### src/rtl/add_share_arbiter.sv
// add_share_arbiter: lets two requesters (e.g. PC+4 incrementer and branch
// target unit) time-share one external WIDTH-bit adder. Each requester uses a
// valid/ready handshake. The granted operands are registered onto
// add_in1/add_in2, and the adder result is captured into a response register
// that holds until the consumer takes it.
//
// Build option: define ADD_OVF_DETECT_EN to produce a signed-overflow flag on
// rsp_overflow. When it is not defined, rsp_overflow is tied to 0.
//
// state | meaning
// ------+----------------------------------------------------------------
// IDLE  | waiting for a request; the granted requester sees ready
// EXEC  | operands sit on the adder; capture the sum at the end of the cycle
// HOLD  | response is presented; wait for rsp_ready, then update RR pointer

module add_share_arbiter #(
  parameter int WIDTH   = 32,
  parameter int PRIO_RR = 1
) (
  input  logic             clk,
  input  logic             reset,
  input  logic             req0_valid,
  input  logic [WIDTH-1:0] req0_a,
  input  logic [WIDTH-1:0] req0_b,
  output logic             req0_ready,
  input  logic             req1_valid,
  input  logic [WIDTH-1:0] req1_a,
  input  logic [WIDTH-1:0] req1_b,
  output logic             req1_ready,
  output logic [WIDTH-1:0] add_in1,
  output logic [WIDTH-1:0] add_in2,
  input  logic [WIDTH-1:0] add_sum,
  output logic             rsp_valid,
  output logic             rsp_id,
  output logic [WIDTH-1:0] rsp_sum,
  output logic             rsp_overflow,
  input  logic             rsp_ready,
  output logic             busy
);

  localparam logic [1:0] S_IDLE = 2'd0;
  localparam logic [1:0] S_EXEC = 2'd1;
  localparam logic [1:0] S_HOLD = 2'd2;

  logic [1:0] state;
  logic       rr_ptr;
  logic       grant_any;
  logic       grant_id;
  logic       accept;

  // Choose which requester wins the IDLE slot. When both requesters are
  // valid, the policy decides. The pointer is kept up to date in both policy
  // modes; fixed priority simply does not look at it.
  always_comb begin
    grant_any = req0_valid | req1_valid;
    grant_id  = 1'b0;
    if (req0_valid && req1_valid) begin
      grant_id = (PRIO_RR != 0) ? rr_ptr : 1'b0;
    end else if (req1_valid) begin
      grant_id = 1'b1;
    end
  end

  // Ready goes only to the granted requester, only in IDLE, and never
  // during reset.
  always_comb begin
    accept     = (state == S_IDLE) && !reset && grant_any;
    req0_ready = accept && (grant_id == 1'b0);
    req1_ready = accept && (grant_id == 1'b1);
  end

  assign busy = (state != S_IDLE);

  // Main sequencer: capture operands, latch the sum, and hold the response
  // until it is consumed.
  always_ff @(posedge clk) begin
    if (reset) begin
      state     <= S_IDLE;
      rr_ptr    <= 1'b0;
      add_in1   <= '0;
      add_in2   <= '0;
      rsp_valid <= 1'b0;
      rsp_id    <= 1'b0;
      rsp_sum   <= '0;
    end else begin
      case (state)
        S_IDLE: begin
          if (accept) begin
            add_in1 <= grant_id ? req1_a : req0_a;
            add_in2 <= grant_id ? req1_b : req0_b;
            rsp_id  <= grant_id;
            state   <= S_EXEC;
          end
        end
        S_EXEC: begin
          rsp_sum   <= add_sum;
          rsp_valid <= 1'b1;
          state     <= S_HOLD;
        end
        S_HOLD: begin
          if (rsp_ready) begin
            rsp_valid <= 1'b0;
            rr_ptr    <= ~rsp_id;
            state     <= S_IDLE;
          end
        end
        default: begin
          state <= S_IDLE;
        end
      endcase
    end
  end

`ifdef ADD_OVF_DETECT_EN
  // Signed overflow: the operands have the same sign, but the sum's sign
  // differs from it. The flag is sampled together with the sum in EXEC.
  always_ff @(posedge clk) begin
    if (reset) begin
      rsp_overflow <= 1'b0;
    end else if (state == S_EXEC) begin
      rsp_overflow <= (add_in1[WIDTH-1] == add_in2[WIDTH-1]) &&
                      (add_sum[WIDTH-1] != add_in1[WIDTH-1]);
    end
  end
`else
  assign rsp_overflow = 1'b0;
`endif

endmodule

### config.mk
export PLATFORM = sky130hd
export DESIGN_NAME = add_share_arbiter
export DESIGN_NICKNAME = d
export VERILOG_FILES = /design/src/rtl/add_share_arbiter.sv
export SDC_FILE = /design/constraint.sdc
export NUM_CORES = 1
export LEC_CHECK = 0
export CORE_ASPECT_RATIO = 0.8
export CORE_UTILIZATION = 36
export DETAILED_ROUTE_END_ITERATION = 12
export GPL_TIMING_DRIVEN = 0
export PLACE_DENSITY = 0.88
export SKIP_CTS_REPAIR_TIMING = 1
export SYNTH_ARGS = -nofsm -noshare
export SYNTH_HDL_FRONTEND = slang
export SYNTH_SLANG_ARGS = --single-unit
export TNS_END_PERCENT = 10
### constraint.sdc
create_clock -name clk -period 1.9 [get_ports clk]
set_input_delay 0.19 -clock clk [delete_from_list [all_inputs] [get_ports clk]]
set_output_delay 0.19 -clock clk [all_outputs]
set_load 0.01 [all_outputs]
==> results of run 1 <==
[Yosys cell counts]
cell | number | area [um2]
a21oi_2 | 1 | 8.760
and3_1 | 50 | 312.8
and3b_1 | 1 | 8.760
nor2_1 | 4 | 15.01
a211oi_1 | 2 | 15.01
or2_1 | 1 | 6.260
a21oi_1 | 34 | 170.2
buf_4 | 7 | 52.55
a31oi_1 | 15 | 93.84
nor3_1 | 2 | 10.01
nor3_4 | 1 | 16.27
nand4_1 | 15 | 93.84
nor2b_1 | 1 | 6.260
buf_6 | 8 | 90.09
o21ai_0 | 16 | 80.08
conb_1 | 1 | 3.750
dfxtp_1 | 101 | 2022
a221o_1 | 49 | 490.5
a21boi_0 | 1 | 7.510
nand3b_1 | 1 | 7.510
buf_2 | 12 | 60.06
clkbuf_1 | 20 | 75.07
inv_1 | 2 | 7.510
nand2b_1 | 2 | 12.51
nand3_1 | 15 | 75.07
and2_1 | 1 | 6.260
nand2_1 | 64 | 240.2
[flip-flops by register name, indices dropped and copies added, names as in the netlist]
signal and flops:
rr_ptr 1, add_in2 32, add_in1 32, rsp_sum 32, rsp_id 1, state 2
rsp_valid 1
[cell families after synthesis]
logic type	after synthesis
flops	101
buf+inv	49
compound gates	118
other cells	1
simple gates	158
[final cells by class]
type                            instances  area, um2  area share
Buffer                                 47      289.0     0.04046
Clock buffer                           14      284.0     0.03975
Clock inverter                          2      15.01    0.002102
Inverter                                2      7.507    0.001051
Multi-Input combinational cell        277       1692      0.2368
Sequential cell                       101       2029      0.2841
Tap cell                              140      175.2     0.02452
Timing Repair Buffer                  266       2653      0.3713
[per-stage QoR]
step,cells,setup WS (ns),TNS (ns),utilization,power (W)
floorplan,427,0.4683,0,-,0.002939
global placement,830,-0.5555,-3.902,0.6479,0.003737
detailed placement,830,-0.5663,-4.843,0.6479,0.003776
CTS,846,-0.5723,-1.456,0.6765,0.005574
global route,849,-0.03488,-0.03587,0.6812,0.005779
finish,849,0.04449,0,0.6812,0.005566
[worst paths after layout]
check              startpoint  slack, ns     endpoint  depth (start not counted)
hold reg to reg   rsp_sum[15]       0.45  rsp_sum[15]                          2
setup reg to reg       rr_ptr       0.33  add_in2[27]                          6
setup / recovery     state[0]       0.04         busy                          4
hold / removal          reset       0.20     state[0]                          2
[power groups by stage]
stage | clock, W | sequential, W | combinational [W]
2_1_floorplan | 0 | 0.00252 | 0.000423
3_3_place_gp | 0 | 0.00244 | 0.00130
3_5_place_dp | 0 | 0.00245 | 0.00133
4_1_cts | 0.00183 | 0.00240 | 0.00134
5_1_grt | 0.00192 | 0.00243 | 0.00144
6_report | 0.00180 | 0.00241 | 0.00135
[critical path: stages, from the launching register on]
cell and delay (ns):
dfxtp_4 0.41, nor2_4 0.06, inv_2 0.12, buf_4 0.19
clkdlybuf4s50_1 0.55
[per-layer routing]
layer	vias up	global-route usage	routed length, um
li1	2129	-	-
met1	2136	0.2849	6120
met2	222	0.4461	7508
met3	19	0.05628	1061
met4	0	0.07813	233
met5	-	0	0
==> metrics.txt, run 1 <==
wire length per cell=17.58 um; most frequent cells in the layout=clkdlybuf4s50_1 (261), dfxtp_1 (99), nand2_1 (64); Sequential Power Share=0.433; Area Overhead vs Synth=79.17%; Via density=5.307; post-route clock skew=between 0.005 and 0.006 ns; full die area=11,500 um2; VDD IR max=446.4 uV; most common cell after layout, fill and taps aside=clkdlybuf4s50_1; largest family of logic cells by synthesized area=compound AO/OA/AOI/OAI gates; Layout fillers=803; first-pass GRT wire length=22.11 mm; synthesized instance count=427; GP Congestion=0.8494; Worst-path clk slew=about 0.060 ns; Residual DRC=0; WS Path Type=flip-flop to output port; Worst Tran Pin Value=0.5452 ns; GR Overflow Total=0; largest net degree at the start of global routing=16; PD cells=779.1 nW/um2; post-synthesis cell area=approximately 4000 um2; Final ANT Viol Nets=0; htree depth=3; CP required=between 1.5 and 2 ns; ANT cells=0; max cap viols=0; XOR/XNOR Fraction of Synth Area=0; # port buffers=263; initial drt markers=276; die height=96.14 um; drt first pass iters=5; Longest Clk Path Bufs=2; via count of the first global-routing pass=4,362; Initial Utilization=0.3802; final setup fails=0; CP Launch Type=flip-flop; total wire length=14.92 mm; crit path DAT=1.67 ns; power share of the clock group=0.324; row count=33; clock sink total=101; placed cell areas=6795 um2; initial antenna violation count=0; clk_lat worst skew=between 0.3 and 0.4 ns; HP Class=input pin to flip-flop; Post-Syn Area per Cell=roughly 9.3 um2; minimum clock period=1.856 ns; number of synthesized register bits=101; Vias=4,506; outcome=completed; share of cells above drive strength 1=0.07475; fin area=7144 um2; final-report hold violation count=0; simple-gate share of the synthesized area=0.2033; number of CTS-inserted buffers=9; adder-cell area share of the yosys netlist=0; syn_nets=592; RSZ-0062 raised after global routing=true; internal power=0.004138 W; Synth cell types=27; chip width=119.7 um; CTS tree=yes; Hold WS=between 0.2 and 0.25 ns; post-synthesis mux area share=0; root buf cell=clkbuf_16; sw frac=0.2566; fin crit share=0.9766; max_slew headroom=0.6365; post-synthesis sequential area ratio=0.5071; net switching power=0.001428 W; YS warnings=0; layout net count=869; Compound-Gate Fraction of Synth Area=0.2171; CP endpoint kind=output port; CP max FO=10; DP HPWL=11.32 mm; fmax=0.5389 GHz; Slew Viols, Final=0; leak pwr=2.822 nW; core area=10,490 um2; GRT Total Usage=0.2442; I/O Pins=267; combinational power share=0.243
Note: power is estimated with default switching activity, not from simulation.
==> inputs of run 2 (changes only) <==
CORE_UTILIZATION = 39   (was 36)
PLACE_DENSITY = 0.94   (was 0.88)
clock period = 2.2 ns   (was 1.9 ns; I/O delays follow)
==> run 2 against run 1 <==
Sequential share of layout area is essentially flat. Critical path depth is the same. Flip-flop and latch count is the same. Critical path type unchanged. Largest cell class unchanged.
==> metrics.txt, run 2 (synthesis results as in run 1) <==
outcome=completed; I/O Pins=267 (unchanged); Area Overhead vs Synth=78.69%; post-layout util=0.7294 (+0.04816); WS Path Type=flip-flop to output port; pre-CTS setup slack=-0.3972 ns (+0.1691 ns); layout net count=867 (-0.23%); total wire length=14.67 mm (-1.7%); number of CTS-inserted buffers=9 (unchanged); PD cells=679.5 nW/um2 (-13%); most frequent cells in the layout=clkdlybuf4s50_1 (260), dfxtp_1 (98), nand2_1 (64); worst setup margin=0.1274 ns (+0.08287 ns); via count of the first global-routing pass=4,491 (+3.0%); leak pwr=2.842 nW (+0.71%); GRT Total Usage=0.2687 (+0.02447); minimum clock period=2.073 ns; # port buffers=263 (unchanged); chip width=115.1 um (-3.9%); Residual DRC=0 (unchanged); Longest Clk Path Bufs=2 (unchanged); worst path cell trace=nor2_1 > inv_1 > buf_2 > clkdlybuf4s50_1; final-report hold violation count=0 (unchanged); TNS Setup=0 ns (unchanged); root buf cell=clkbuf_16; post-route clock skew=0.008476 ns (+0.002802 ns); initial drt markers=325 (+18%); wire length per cell=17.40 um (-1.0%); wl on met1=6.120 mm (unchanged); fin crit share=0.9421; CTS tree=yes; CP endpoint kind=output port; VDD IR max=544.6 uV (+22%); crit path DAT=1.85 ns (+0.18 ns); Met2 Wirelength=7.052 mm (-6.1%); fmax=0.4825 GHz; max incr delay on CP=0.56 ns (about the same); uppermost layer routed=met4; most common cell after layout, fill and taps aside=clkdlybuf4s50_1; Slew Viols, Final=0 (unchanged); Layout fillers=727 (-9.5%); Initial Utilization=0.4082 (+0.02795); initial antenna violation count=0 (unchanged); CP required=1.98 ns (+0.27 ns); Vias=4,562 (+1.2%); CP max FO=10 (unchanged); GP Congestion=0.8695 (+2.4%); clock sink total=101 (unchanged); Tot Pwr=0.004842 W (-13%); GR Overflow Total=0 (unchanged); first-pass GRT wire length=22.43 mm (+1.4%); drt first pass iters=5 (unchanged); Buf/Inv on CP=3 (unchanged); metal3 WL=1.037 mm (-2.3%); Worst-path clk slew=0.06 ns (about the same); CP top delay family=buffers and inverters; Via density=5.412 (+2.0%); die height=92.44 um (-3.8%); max cap viols=0 (unchanged); htree depth=3 (unchanged); largest net degree at the start of global routing=17 (+1); largest registers=add_in1 (32), add_in2 (32), rsp_sum (32); row count=32 (-3.0%); CP max stage cell=clkdlybuf4s50_1; clk_lat worst skew=0.33 ns (about the same); core area=9769 um2 (-6.8%); ANT cells=0 (unchanged); full die area=10,640 um2 (-7.6%); final setup fails=0 (unchanged); HP Class=input pin to flip-flop; Final ANT Viol Nets=0 (unchanged); RSZ-0062 raised after global routing=false; CP Launch Type=flip-flop; share of cells above drive strength 1=0.06931 (-0.005446); DP HPWL=11.38 mm (+0.54%)
-- run 2: changes by cell type in the layout (fill, tap and decap cells not counted), sizes merged --
cell,previous run,this run
clkbuf,35,32
clkinv,0,3
bufinv,0,1
clkinvlp,2,1
dlymetal6s2s,1,3
buf,30,27
clkdlybuf4s50,261,260
-- run 2: worst paths after layout --
path                                   from     endpoint  slack (ns)  cells after the start
worst min register to register  rsp_sum[18]  rsp_sum[18]        0.46                      2
worst max register to register     state[1]   add_in1[7]        0.63                      5
worst min-delay path                  reset     state[0]        0.24                      2
worst max-delay path               state[0]         busy        0.13                      4
-- run 2: final cells by class --
type,instances,area (um2),share of cell area
plain buffers,47,280.3,0.03933
repair buffers,264,2648,0.3716
inverters,2,7.507,0.001054
clock buffers,11,242.7,0.03407
flip-flops and latches,101,2026,0.2843
clock inverters,5,60.06,0.008428
well taps,136,170.2,0.02388
multi-input cells,277,1692,0.2374
-- run 2: routing by layer --
| metal | GRT usage | vias up |
|---|---|---|
| li1 | - | 2133 |
| met2 | 0.4699 | 242 |
| met4 | 0.1006 | 0 |
| met3 | 0.05432 | 37 |
| met5 | 0 | - |
| met1 | 0.3235 | 2150 |
-- run 2: where the power goes --
group          internal [W]  switching, W  total, W
combinational      0.000689      0.000470   0.00116
sequential          0.00198     0.0000937   0.00208
clock              0.000917      0.000688   0.00160
-- run 2: worst reg2reg max path: cells and delay by family (launching register included) --
kind | cells | cell delay (ns)
buffers and inverters | 2 | 0.56
and+or+nand+nor | 2 | 0.49
DFF | 1 | 0.36
AOI/OAI and AO/OA | 1 | 0.11
-- run 2: metrics by stage --
step                      hold slack, ns  cell area (um2)  instances
after floorplan                   0.3560             3988        427
after global placement            0.4412             6790        826
after detailed placement          0.4507             6790        826
after CTS                         0.2302             7093        842
after global routing              0.2441             7126        843
final                             0.2369             7126        843
==> inputs of run 3 (changes only) <==
CORE_MARGIN = 2   (was unset)
==> run 3 against run 2 <==
Power fell by 0.76%. Via count fell by 0.85%. Design area fell by 0.28%. Cell count did not move. Register-to-register slack barely moved. First-iteration DRC count rose by 10%. Non-clock buffer count did not move. Sequential share of layout area rose by 0.063 points. Flip-flop and latch count did not move. Critical endpoint unchanged. Largest power group unchanged.
==> metrics.txt, run 3 (synthesis results as in run 1) <==
outcome=completed; wire length per cell=17.86 um (+2.7%); final setup fails=0 (unchanged); WHS Endpoint=add_in1[14]; Initial Utilization=0.4065 (-0.001666); share of cells above drive strength 1=0.06648 (-0.002829); final-report hold violation count=0 (unchanged); ANT cells=0 (unchanged); Worst-path clk slew=0.07 ns (about the same); clock sink total=101 (unchanged); sw frac=0.2596 (+0.001032); Residual DRC=0 (unchanged); worst path cell trace=nor2_1 > inv_1 > buf_2 > clkdlybuf4s50_1; drt first pass iters=5 (unchanged); I/O Pins=267 (unchanged); net switching power=0.001247 W (-0.36%); worst setup margin=0.1071 ns (-0.02023 ns); CTS tree=yes; largest net degree at the start of global routing=17 (unchanged); Final ANT Viol Nets=0 (unchanged); fmax=0.4778 GHz (-0.97%); GR Overflow Total=0 (unchanged); Longest Clk Path Bufs=2 (unchanged); total wire length=15.06 mm (+2.7%); power share of the clock group=0.325 (-0.006); RSZ-0062 raised after global routing=true; max cap viols=0 (unchanged); pre-CTS setup slack=-0.3842 ns (+0.01301 ns); initial antenna violation count=0 (unchanged); die height=94.44 um (+2.2%); root buf cell=clkbuf_16; Tot Pwr=0.004805 W (-0.76%); worst hold path startpoint=req1_valid; Via density=5.365 (-0.85%); CP Launch Type=flip-flop; chip width=117.1 um (+1.7%); fin crit share=0.9513 (+0.009193); via count of the first global-routing pass=4,483 (-0.18%); combinational power share=0.242 (+0.002); Area Overhead vs Synth=78.19%; HP Class=input pin to flip-flop; hold depth=3 (+1); CP required=1.98 ns (about the same); WS Path Type=flip-flop to output port; crit path DAT=1.87 ns (+0.02 ns); htree depth=3 (unchanged); most common cell after layout, fill and taps aside=clkdlybuf4s50_1; row count=32 (unchanged); post-layout util=0.7244 (-0.005018); core area=9809 um2 (+0.41%); minimum clock period=2.093 ns (+0.02022 ns); depth of the worst register-to-register path=6 (+1); Slew Viols, Final=0 (unchanged); clk_lat worst skew=0.34 ns (about the same); VDD IR max=362.4 uV (-33%); post-route clock skew=0.004174 ns (-0.004302 ns); CP max stage cell=clkdlybuf4s50_1; max incr delay on CP=0.58 ns (+0.02 ns); Sequential Power Share=0.433 (+0.004); largest registers=add_in1 (32), add_in2 (32), rsp_sum (32); initial drt markers=358 (+10%); RR Startpoint=rr_ptr; number of CTS-inserted buffers=9 (unchanged); CP top delay family=buffers and inverters; reg2reg setup slack=0.64 ns (about the same); RR Endpoint=add_in1[17]; leak pwr=2.814 nW (-1.0%); most frequent cells in the layout=clkdlybuf4s50_1 (261), dfxtp_1 (99), nand2_1 (64); Buf/Inv on CP=3 (unchanged); # port buffers=263 (unchanged); DP HPWL=11.78 mm (+3.5%); layout net count=867 (unchanged); CP max FO=10 (unchanged); internal power=0.003558 W (-0.89%); PD cells=676.3 nW/um2 (-0.48%); first-pass GRT wire length=22.77 mm (+1.5%); GRT Total Usage=0.2668 (-0.001895); Vias=4,523 (-0.85%); full die area=11,050 um2 (+3.9%); GP Congestion=0.8731 (+0.41%); CP endpoint kind=output port
==> run 3: area by class of cell <==
cell class / count / area, um2
Inverter: 2 / 7.507
Clock inverter: 5 / 61.31
Sequential cell: 101 / 2024
Fill cell: 716 / 2704
Clock buffer: 11 / 232.7
Timing Repair Buffer: 264 / 2645
Multi-Input combinational cell: 277 / 1684
Tap cell: 136 / 170.2
Buffer: 47 / 280.3
==> run 3: worst min-delay path, stage by stage <==
cell and delay, ns:
buf_4 0.15, nand4_1 0.07, a31oi_1 0.07
==> run 3: per-layer routing <==
metal	global-route usage	wire, um	up-vias
met5	0	0	-
met4	0.08824	333	0
met3	0.09178	1409	32
met2	0.4595	7256	232
met1	0.3107	6059	2131
li1	-	-	2128
==> run 3: how the worst max path moves through the flow <==
stage / startpoint / end / cells past startpoint
finish: state[0] / busy / 4
CTS: req0_valid / req0_ready / 6
global placement: req0_valid / req0_ready / 6
detailed placement: req0_valid / req0_ready / 6
floorplan: rr_ptr / add_in1[0] / 6
global route: state[0] / busy / 4
==> run 3: power groups by stage <==
stage               Combinational, W  Clock (W)  Sequential [W]
finish                       0.00116    0.00156         0.00208
global route                 0.00124    0.00167         0.00209
CTS                          0.00116    0.00159         0.00208
detailed placement           0.00115          0         0.00212
global placement             0.00112          0         0.00211
floorplan                   0.000365          0         0.00217
==> run 3: stage by stage <==
| stage | cells | hold slack [ns] | area (um2) | setup TNS, ns |
|---|---|---|---|---|
| final | 843 | 0.2307 | 7106 | 0 |
| after global placement | 826 | 0.4419 | 6790 | -0.3879 |
| after CTS | 842 | 0.2122 | 7084 | -0.6862 |
| after global routing | 843 | 0.2221 | 7106 | -0.001363 |
| after floorplan | 427 | 0.3560 | 3988 | 0 |
| after detailed placement | 826 | 0.4461 | 6790 | -0.3842 |
